## src/rtl/ps2_pkg.sv

```systemverilog
// Shared types and constants for the PS/2 scan-code receiver:
// prefix bytes, prefix FSM states and the buffered event record.
package ps2_pkg;

    localparam logic [7:0] PS2_E0 = 8'hE0;
    localparam logic [7:0] PS2_F0 = 8'hF0;

    typedef enum logic [1:0] {
        IDLE,
        E0,
        F0,
        E0F0
    } prefix_state_t;

    typedef struct packed {
        logic       ext;
        logic       brk;
        logic [7:0] code;
    } ps2_evt_t;

    localparam int EVT_W = 10;

endpackage

```

## src/rtl/ps2_evt_fifo.sv

```systemverilog
// Synchronous event FIFO; head entry is presented combinationally and reads as zero when empty.
module ps2_evt_fifo #(
    parameter int DEPTH = 8,
    parameter int WIDTH = 10
) (
    input  logic                     clk14,
    input  logic                     rst_n,
    input  logic                     push,
    input  logic [WIDTH-1:0]         wdata,
    input  logic                     pop,
    output logic [WIDTH-1:0]         rdata,
    output logic                     full,
    output logic                     empty,
    output logic [$clog2(DEPTH):0]   level,
    output logic                     dropped
);

    localparam int AW = $clog2(DEPTH);

    logic [WIDTH-1:0] mem [DEPTH];
    logic [AW-1:0]    wr_ptr;
    logic [AW-1:0]    rd_ptr;
    logic [AW:0]      count;
    logic             do_push;
    logic             do_pop;

    assign empty   = (count == '0);
    assign full    = (count == (AW+1)'(DEPTH));
    assign do_pop  = pop & ~empty;
    // A pop in the same cycle frees the slot, so a push into a full FIFO still lands.
    assign do_push = push & (~full | do_pop);
    assign dropped = push & full & ~do_pop;
    assign level   = count;
    assign rdata   = empty ? '0 : mem[rd_ptr];

    always_ff @(posedge clk14) begin
        if (do_push) begin
            mem[wr_ptr] <= wdata;
        end
    end

    always_ff @(posedge clk14 or negedge rst_n) begin
        if (!rst_n) begin
            wr_ptr <= '0;
            rd_ptr <= '0;
            count  <= '0;
        end else begin
            if (do_push) begin
                wr_ptr <= wr_ptr + 1'b1;
            end
            if (do_pop) begin
                rd_ptr <= rd_ptr + 1'b1;
            end
            case ({do_push, do_pop})
                2'b10:   count <= count + 1'b1;
                2'b01:   count <= count - 1'b1;
                default: count <= count;
            endcase
        end
    end

endmodule

```

## src/rtl/ps2_scan_rx.sv

```systemverilog
// PS/2 device-to-host receiver: pin filtering, 11-bit frame deserialisation,
// E0/F0 prefix folding and a buffered make/break event stream.
module ps2_scan_rx
    import ps2_pkg::*;
#(
    parameter int DEPTH          = 8,
    parameter int FILTER_LEN     = 8,
    parameter int TIMEOUT_CYCLES = 14000
) (
    input  logic                     clk14,
    input  logic                     rst_n,
    input  logic                     key_clk,
    input  logic                     key_din,
    output logic                     evt_valid,
    input  logic                     evt_ready,
    output logic [7:0]               evt_code,
    output logic                     evt_break,
    output logic                     evt_ext,
    output logic [$clog2(DEPTH):0]   fifo_level,
    output logic                     overflow,
    output logic                     frame_err,
    input  logic                     clr_flags
);

    localparam int FCW = $clog2(FILTER_LEN + 1);
    localparam int TCW = $clog2(TIMEOUT_CYCLES + 1);

    logic           clk_s1, clk_s2, din_s1, din_s2;
    logic           filt_clk, filt_prev;
    logic [FCW-1:0] filt_cnt;
    logic           fall;

    logic [3:0]     bit_cnt;
    logic [9:0]     shift_q;
    logic [TCW-1:0] idle_cnt;
    logic           frame_done, frame_good, timeout_hit;
    logic           byte_rdy, bad_frame;
    logic [7:0]     byte_q;

    prefix_state_t  state_q, state_d;
    logic           push;
    ps2_evt_t       push_evt;
    ps2_evt_t       head_evt;
    logic           fifo_empty, fifo_full, fifo_drop;

    // The filtered clock only follows the synced pin after FILTER_LEN agreeing samples.
    always_ff @(posedge clk14 or negedge rst_n) begin
        if (!rst_n) begin
            clk_s1    <= 1'b1;
            clk_s2    <= 1'b1;
            din_s1    <= 1'b1;
            din_s2    <= 1'b1;
            filt_clk  <= 1'b1;
            filt_prev <= 1'b1;
            filt_cnt  <= '0;
        end else begin
            clk_s1    <= key_clk;
            clk_s2    <= clk_s1;
            din_s1    <= key_din;
            din_s2    <= din_s1;
            filt_prev <= filt_clk;
            if (clk_s2 == filt_clk) begin
                filt_cnt <= '0;
            end else if (filt_cnt == FCW'(FILTER_LEN - 1)) begin
                filt_clk <= clk_s2;
                filt_cnt <= '0;
            end else begin
                filt_cnt <= filt_cnt + 1'b1;
            end
        end
    end

    assign fall       = filt_prev & ~filt_clk;
    assign frame_done = fall && (bit_cnt == 4'd10);
    // shift_q holds the first ten samples with the start bit at [0]; din_s2 is the stop bit.
    assign frame_good = ~shift_q[0] & (^shift_q[9:1]) & din_s2;
    assign timeout_hit = ~fall && (bit_cnt != 4'd0) && (idle_cnt == TCW'(TIMEOUT_CYCLES));

    always_ff @(posedge clk14 or negedge rst_n) begin
        if (!rst_n) begin
            bit_cnt   <= '0;
            shift_q   <= '0;
            idle_cnt  <= '0;
            byte_rdy  <= 1'b0;
            bad_frame <= 1'b0;
            byte_q    <= '0;
        end else begin
            byte_rdy  <= 1'b0;
            bad_frame <= 1'b0;
            if (fall) begin
                idle_cnt <= '0;
                if (bit_cnt == 4'd10) begin
                    bit_cnt <= '0;
                    if (frame_good) begin
                        byte_rdy <= 1'b1;
                        byte_q   <= shift_q[8:1];
                    end else begin
                        bad_frame <= 1'b1;
                    end
                end else begin
                    bit_cnt <= bit_cnt + 1'b1;
                    shift_q <= {din_s2, shift_q[9:1]};
                end
            end else if (bit_cnt != 4'd0) begin
                if (timeout_hit) begin
                    bit_cnt  <= '0;
                    idle_cnt <= '0;
                end else begin
                    idle_cnt <= idle_cnt + 1'b1;
                end
            end else begin
                idle_cnt <= '0;
            end
        end
    end

    always_ff @(posedge clk14 or negedge rst_n) begin
        if (!rst_n) begin
            state_q   <= IDLE;
            frame_err <= 1'b0;
            overflow  <= 1'b0;
        end else begin
            state_q   <= state_d;
            frame_err <= (frame_done & ~frame_good) | timeout_hit | (frame_err & ~clr_flags);
            overflow  <= fifo_drop | (overflow & ~clr_flags);
        end
    end

    // Prefix bytes are absorbed into state; the following byte carries the accumulated tags.
    always_comb begin
        state_d  = state_q;
        push     = 1'b0;
        push_evt = '{ext: 1'b0, brk: 1'b0, code: byte_q};
        if (bad_frame) begin
            state_d = IDLE;
        end else if (byte_rdy) begin
            case (state_q)
                IDLE: begin
                    if (byte_q == PS2_E0) begin
                        state_d = E0;
                    end else if (byte_q == PS2_F0) begin
                        state_d = F0;
                    end else begin
                        push = 1'b1;
                    end
                end
                E0: begin
                    if (byte_q == PS2_F0) begin
                        state_d = E0F0;
                    end else if (byte_q != PS2_E0) begin
                        push         = 1'b1;
                        push_evt.ext = 1'b1;
                        state_d      = IDLE;
                    end
                end
                F0: begin
                    push         = 1'b1;
                    push_evt.brk = 1'b1;
                    state_d      = IDLE;
                end
                E0F0: begin
                    push         = 1'b1;
                    push_evt.ext = 1'b1;
                    push_evt.brk = 1'b1;
                    state_d      = IDLE;
                end
                default: state_d = IDLE;
            endcase
        end
    end

    ps2_evt_fifo #(
        .DEPTH (DEPTH),
        .WIDTH (EVT_W)
    ) u_fifo (
        .clk14   (clk14),
        .rst_n   (rst_n),
        .push    (push),
        .wdata   (push_evt),
        .pop     (evt_valid & evt_ready),
        .rdata   (head_evt),
        .full    (fifo_full),
        .empty   (fifo_empty),
        .level   (fifo_level),
        .dropped (fifo_drop)
    );

    assign evt_valid = ~fifo_empty;
    assign evt_code  = head_evt.code;
    assign evt_break = head_evt.brk;
    assign evt_ext   = head_evt.ext;

endmodule

```

## config.mk

```make
export PLATFORM = sky130hd
export DESIGN_NAME = ps2_scan_rx
export DESIGN_NICKNAME = d
export VERILOG_FILES = /design/src/rtl/ps2_pkg.sv /design/src/rtl/ps2_evt_fifo.sv /design/src/rtl/ps2_scan_rx.sv
export SDC_FILE = /design/constraint.sdc
export NUM_CORES = 1
export LEC_CHECK = 0
export CORE_MARGIN = 8
export CORE_UTILIZATION = 60
export DETAILED_ROUTE_END_ITERATION = 8
export PLACE_DENSITY = 0.87
export SYNTH_ARGS = -nofsm -noshare
export SYNTH_HDL_FRONTEND = slang
export SYNTH_SLANG_ARGS = --single-unit
```

## constraint.sdc

```tcl
create_clock -name clk14 -period 3.45 [get_ports clk14]
set_input_delay 0.5175 -clock clk14 [delete_from_list [all_inputs] [get_ports clk14]]
set_output_delay 0.5175 -clock clk14 [all_outputs]
set_load 0.005 [all_outputs]
```

==> results.json, run 1 <==
{
  "synth_compound_area_share_pct": 2.34,
  "synth-xor-area-share_pct": 4.57,
  "num-nets-final": 445,
  "drt_iter0_markers": 155,
  "fmaxAchievable_ghz": 0.325,
  "worst_pin_slew_ns": 0.709,
  "cts_max_level": 4,
  "cp_top_family": "buffers and inverters",
  "synth-seq-cells": 142,
  "critPathRequiredTime_ns": 2.93,
  "syn_area_sq_um": 6000,
  "rows": 36,
  "initial_core_util_pct": 61.7,
  "path_max_fanout": 22,
  "cp.buffers_inverters": 2,
  "clockBufferDepth": 2,
  "arrival_ns": 2.56,
  "end_kind": "primary output",
  "grt_pass1_wl_um": 18000,
  "grt-ovfl-total": 0,
  "slowest_delay_ns": 0.56,
  "synth_fa_ha_area_share_pct": 2.29,
  "synth_edf_count": 80,
  "hold_class": "register to register",
  "rsz0062_at_grt": "false",
  "finalHoldViolCount": 0,
  "first_pass_iters": 4,
  "yosysTopAreaCellShare_pct": 40.0,
  "fillerInstances": 614,
  "via_count": 3273,
  "io_pins": 23,
  "place.gp.congestion": 0.830,
  "start_kind": "register",
  "critPathSlowestCell": "mux4_2",
  "regArea_sq_um": 3960,
  "tns_ns": 0,
  "leakagePower_nw": 2.71,
  "cts_made_buffers": 17,
  "coreArea_sq_um": 9730,
  "clock_latency_ns": 0.52,
  "fin_skew_ns": 0.00735,
  "timing.final.crit_share_pct": 89.1,
  "cts_tree": "done",
  "multiInputGateArea_sq_um": 1960,
  "routedWlPerCell_um": 19.2,
  "slew_violations": 0,
  "yosysWarnings": 0,
  "post-route-min-period_ns": 3.07,
  "power.density_nw_per_um2": 586,
  "ys_top_cells_by_area": "edfxtp_1 (40%), dfrtp_1 (23%), mux4_2 (7.5%), mux2_2 (4.1%), dfstp_2 (2.6%)",
  "synthSimpleGateAreaFrac_pct": 9.55,
  "ant_nets": 0,
  "relSlewSlack_pct": 52.7,
  "numPortBuffers": 22,
  "die_w_um": 116,
  "vias_per_cell": 5.70,
  "yosysSeqAreaShare_pct": 66.0,
  "synth_area_leader_cell": "edfxtp_1",
  "grtUsageTotal_pct": 18.1,
  "grt_max_degree": 44,
  "die_h_um": 116,
  "vdd_drop_max_mv": 0.453,
  "antenna_found_initial": 0,
  "clkSlewWorstSetupHoldPaths_ns": 0.06,
  "route.detailed.drc": 0,
  "cp_cell_sequence": "buf_4 > mux4_2 > mux2i_1 > nor2_1 > clkdlybuf4s50_1",
  "first_global_vias": 3462,
  "setup_viol": 0,
  "wl_um": 11000,
  "post-dp-hpwl_um": 6720,
  "dpl-instance-area_sq_um": 6440,
  "cts_resized": 0,
  "clockRootBuffer": "clkbuf_8",
  "cts_sinks": 142,
  "outcome": "complete, no violations",
  "die_area_sq_um": 13500,
  "drive_gt1_share_pct": 22.7,
  "worstSetupPathType": "register to primary output",
  "syn_to_final_growth_pct": 16.9,
  "yosys_most_used_dff": "edfxtp_1",
  "synth_cell_types": 45,
  "syn_area_per_cell_sq_um": 15.6,
  "synthArstFlopShare_pct": 43.7,
  "maxCapViolCount": 0,
  "postCtsSetupBuffers": 0,
  "fin_area_sq_um": 7020,
  "syn_nets": 401,
  "synth_cells": 384,
  "synth_mux_area_share_pct": 13.7,
  "diodes": 0,
  "synth_top_family_by_area": "multiplexers"
}
-- worst register-to-register path, delay by kind of cell, from the launching register on --
kind            cells  cell delay [ns]
compound gates      2             0.47
xor+xnor            3             0.40
fa+ha+maj           2             0.50
flops               1             0.48
simple gates        3             0.98
-- logic make-up (layout without fill, tap and decap cells) --
| kind of cell | after synthesis | count (layout) |
|---|---|---|
| AO/OA/AOI/OAI | 22 | 22 |
| XOR/XNOR | 28 | 28 |
| adder cells (fa/ha/maj) | 11 | 11 |
| buffers and inverters | 23 | 80 |
| flip-flops | 142 | 142 |
| multiplexers | 53 | 53 |
| AND/OR/NAND/NOR | 105 | 105 |
-- worst paths after layout --
check                                  from         endpoint  slack [ns]  cells past startpoint
min reg2reg                          din_s1           din_s2        0.36                      0
min                                  din_s1           din_s2        0.36                      0
max                        u_fifo.rd_ptr[0]      evt_code[0]        0.38                      5
max in group asynchronous             rst_n         filt_clk        2.05                      3
max reg2reg                       byte_q[1]  u_fifo.level[2]        0.51                     10
min in group asynchronous             rst_n     idle_cnt[12]        0.48                      2
-- placed cells by master, fill, tap and decap left out, types with 4 or more instances in the layout --
master / Yosys / final
edfxtp_1: 80 / 80
dfrtp_1: 56 / 56
nor2_1: 34 / 34
mux2_2: 22 / 22
clkdlybuf4s50_1: 0 / 21
mux4_2: 20 / 20
xnor2_1: 16 / 16
clkbuf_16: 0 / 16
inv_1: 13 / 13
buf_4: 1 / 12
nand2_1: 11 / 11
ha_1: 11 / 11
nor3_1: 10 / 10
xor2_1: 10 / 10
nand3_1: 10 / 10
mux2i_1: 10 / 10
nor2b_1: 7 / 7
inv_6: 0 / 7
nand2b_1: 6 / 6
a21oi_1: 6 / 6
dfstp_2: 6 / 6
nor4_1: 6 / 4
nand4_1: 4 / 4
o22ai_1: 4 / 4
-- per-stage QoR --
| stage | setup slack, ns | hold WS [ns] | utilization, % | total power [W] | std cells |
|---|---|---|---|---|---|
| after CTS | 0.311 | 0.356 | 72.1 | 0.00414 | 574 |
| after global routing | 0.214 | 0.365 | 72.1 | 0.00427 | 574 |
| after detailed placement | 0.581 | 0.347 | 66.2 | 0.00242 | 541 |
| after global placement | 0.748 | 0.346 | 66.2 | 0.00240 | 541 |
| after floorplan | 0.865 | 0.222 | - | 0.00233 | 384 |
| final | 0.375 | 0.356 | 72.1 | 0.00411 | 574 |
-- state kept, by name (all words and copies together) (netlist names), 2 cells and up --
name           flops
bit_cnt            4
state_q            2
u_fifo.wr_ptr      3
u_fifo.level       4
u_fifo.rd_ptr      3
filt_cnt           4
byte_q             8
shift_q           10
u_fifo.mem        80
idle_cnt          14
-- routing by layer --
layer / up-vias / routed length, um / global-route usage [%]
li1: 1529 / - / -
met1: 1667 / 4710 / 20.7
met2: 67 / 5780 / 31.6
met3: 10 / 463 / 4.48
met4: 0 / 103 / 7.61
met5: - / 0 / 0
-- final cells by class --
class	count	share of cell area [%]
sequential	142	56.5
multi-input combinational	219	27.9
clock buffer	17	5.90
tap	133	2.37
timing repair buffer	35	4.49
clock inverter	15	2.16
inverter	13	0.696
-- synthesized netlist by cell type, drive strengths merged (2+ instances only) --
cell type / n
a211oi: 3
a21o: 2
a21oi: 6
and2: 2
buf: 4
clkbuf: 6
dfrtp: 56
dfstp: 6
edfxtp: 80
ha: 11
inv: 13
mux2: 22
mux2i: 11
mux4: 20
nand2: 11
nand2b: 6
nand3: 10
nand3b: 3
nand4: 4
nor2: 34
nor2b: 7
nor3: 10
nor3b: 3
nor4: 8
o21ai: 3
o22ai: 4
o31ai: 2
xnor2: 16
xor2: 10
-- timing repair --
item,4_1_cts,5_1_grt
endpoints found under the hold margin,19,0
endpoints found under the setup margin,0,0
hold buffers,1,0
-- power by group --
| part | leakage [nW] | internal, W | total [W] | switching (W) |
|---|---|---|---|---|
| clock | 0.269 | 0.000979 | 0.00172 | 0.000742 |
| sequential | 1.63 | 0.00187 | 0.00195 | 0.0000869 |
| combinational | 0.818 | 0.000199 | 0.000438 | 0.000239 |
No activity file was read; power rests on OpenSTA's default activity.
==> run 2, diff against run 1 <==
--- a/config.mk
+++ b/config.mk
@@ -5,7 +5,7 @@
 export SDC_FILE = /design/constraint.sdc
 export NUM_CORES = 1
 export LEC_CHECK = 0
-export CORE_MARGIN = 8
+export CORE_MARGIN = 2
 export CORE_UTILIZATION = 60
 export DETAILED_ROUTE_END_ITERATION = 8
 export PLACE_DENSITY = 0.87
==> run 2 against run 1 <==
Critical path type unchanged; combinational power barely moved; setup slack better by 0.048 ns; routed wire length rose by 1.6%; first-iteration DRC count increased by 48%; final cell count fell by 0.17%; final area shrank 0.46%.
==> results.json, run 2 (same netlist as run 1, synthesis figures left out) <==
{
  "cts_sinks": 142,
  "worst_pin_slew_ns": 0.769,
  "layout_common_cells": "edfxtp_1 (80), dfrtp_1 (56), nor2_1 (34)",
  "grt-ovfl-total": 0,
  "cts_made_buffers": 17,
  "grt_max_degree": 63,
  "rows": 36,
  "largest_register": "u_fifo.mem",
  "arrival_ns": 2.51,
  "route.detailed.drc": 0,
  "grtUsageTotal_pct": 22.5,
  "routedWlPerCell_um": 19.6,
  "vias_per_cell": 5.80,
  "vdd_drop_max_mv": 0.548,
  "first_global_vias": 3516,
  "diodes": 0,
  "antenna_found_initial": 0,
  "die_area_sq_um": 10800,
  "rsz0062_at_grt": "false",
  "largest_register_ffs": 80,
  "end_kind": "primary output",
  "fmaxAchievable_ghz": 0.330,
  "drive_gt1_share_pct": 22.7,
  "place.gp.congestion": 0.802,
  "outcome": "complete, no violations",
  "drt_iter0_markers": 229,
  "initial_core_util_pct": 61.7,
  "numPortBuffers": 22,
  "fin_skew_ns": 0.0131,
  "finalHoldViolCount": 0,
  "post-route-min-period_ns": 3.03,
  "syn_to_final_growth_pct": 16.4,
  "wl_um": 11200,
  "via_count": 3322,
  "timing.final.crit_share_pct": 87.7,
  "cts_resized": 0,
  "clockRootBuffer": "clkbuf_8",
  "fin_ws_ns": 0.424,
  "clockBufferDepth": 2,
  "first_pass_iters": 4,
  "reg.largest.list": "u_fifo.mem (80), idle_cnt (14), shift_q (10)",
  "setup_viol": 0,
  "worstSetupPathType": "register to primary output",
  "post-dp-hpwl_um": 6910,
  "path_max_fanout": 22,
  "relSlewSlack_pct": 48.7,
  "cts_max_level": 4,
  "maxCapViolCount": 0,
  "critPathRequiredTime_ns": 2.93,
  "power.density_nw_per_um2": 580,
  "coreArea_sq_um": 9730,
  "slew_violations": 0,
  "final_common_cell": "edfxtp_1",
  "hold_class": "input port to async pin",
  "hold_buffers": 0,
  "postCtsSetupBuffers": 0,
  "die_h_um": 104,
  "detailedPlace.worstSlack_ns": 0.544,
  "tns_ns": 0,
  "die_w_um": 104,
  "num-nets-final": 444,
  "leakagePower_nw": 2.70,
  "io_pins": 23,
  "clock_latency_ns": 0.52,
  "clkSlewWorstSetupHoldPaths_ns": 0.07,
  "grt_pass1_wl_um": 18300,
  "cts_tree": "done",
  "start_kind": "register",
  "ant_nets": 0
}
## run 2: changes by cell type in the layout (fill, tap and decap cells not counted)
cell,previous run,this run
inv_6,7,4
bufinv_16,1,0
clkinv_2,0,1
clkinv_4,3,5
dlygate4sd3_1,1,0
inv_8,1,2
## run 2: routing by layer
layer | up-vias | wire [um] | global-route usage (%)
met1 | 1693 | 4740 | 27.9
met2 | 81 | 5880 | 38.7
met5 | - | 0 | 0
met4 | 0 | 227 | 8.88
met3 | 22 | 380 | 5.20
li1 | 1526 | - | -
## run 2: area by class of cell
type / instances / area, sq um
Inverter: 13 / 48.8
Clock buffer: 17 / 414
Multi-Input combinational cell: 219 / 1960
Clock inverter: 15 / 129
Timing Repair Buffer: 34 / 305
Tap cell: 133 / 166
Fill cell: 639 / 2750
Sequential cell: 142 / 3960
## run 2: worst max-delay path, cell delays in order, from the launching register on
cell,delay [ns]
dfrtp_1,0.33
buf_4,0.37
mux4_2,0.57
mux2i_1,0.20
nor2_1,0.07
clkdlybuf4s50_1,0.44
## run 2: final timing paths
path / start / end / slack, ns / depth (start not counted)
worst max-delay path: u_fifo.rd_ptr[0] / evt_code[0] / 0.42 / 5
worst min-delay path: rst_n / shift_q[3] / 0.17 / 2
worst max register to register: byte_q[0] / u_fifo.level[2] / 0.58 / 10
worst min register to register: din_s1 / din_s2 / 0.36 / 0
max in group asynchronous: rst_n / byte_q[4] / 2.79 / 2
min in group clk14: din_s1 / din_s2 / 0.36 / 0
## run 2: power breakdown
part	internal [W]	switching, W	total [W]
combinational	0.000199	0.000242	0.000441
clock	0.000904	0.000748	0.00165
sequential	0.00187	0.0000881	0.00196
total	0.00297	0.00108	0.00405
## run 2: metrics by stage
step | hold WS (ns) | total power [W] | instance area (sq um) | utilization [%] | cells
final | 0.166 | 0.00405 | 6980 | 71.8 | 573
after floorplan | 0.222 | 0.00233 | 6000 | - | 384
after detailed placement | 0.347 | 0.00243 | 6440 | 66.2 | 541
after CTS | 0.167 | 0.00408 | 6980 | 71.8 | 573
after global routing | 0.206 | 0.00421 | 6980 | 71.8 | 573
after global placement | 0.346 | 0.00240 | 6440 | 66.2 | 541
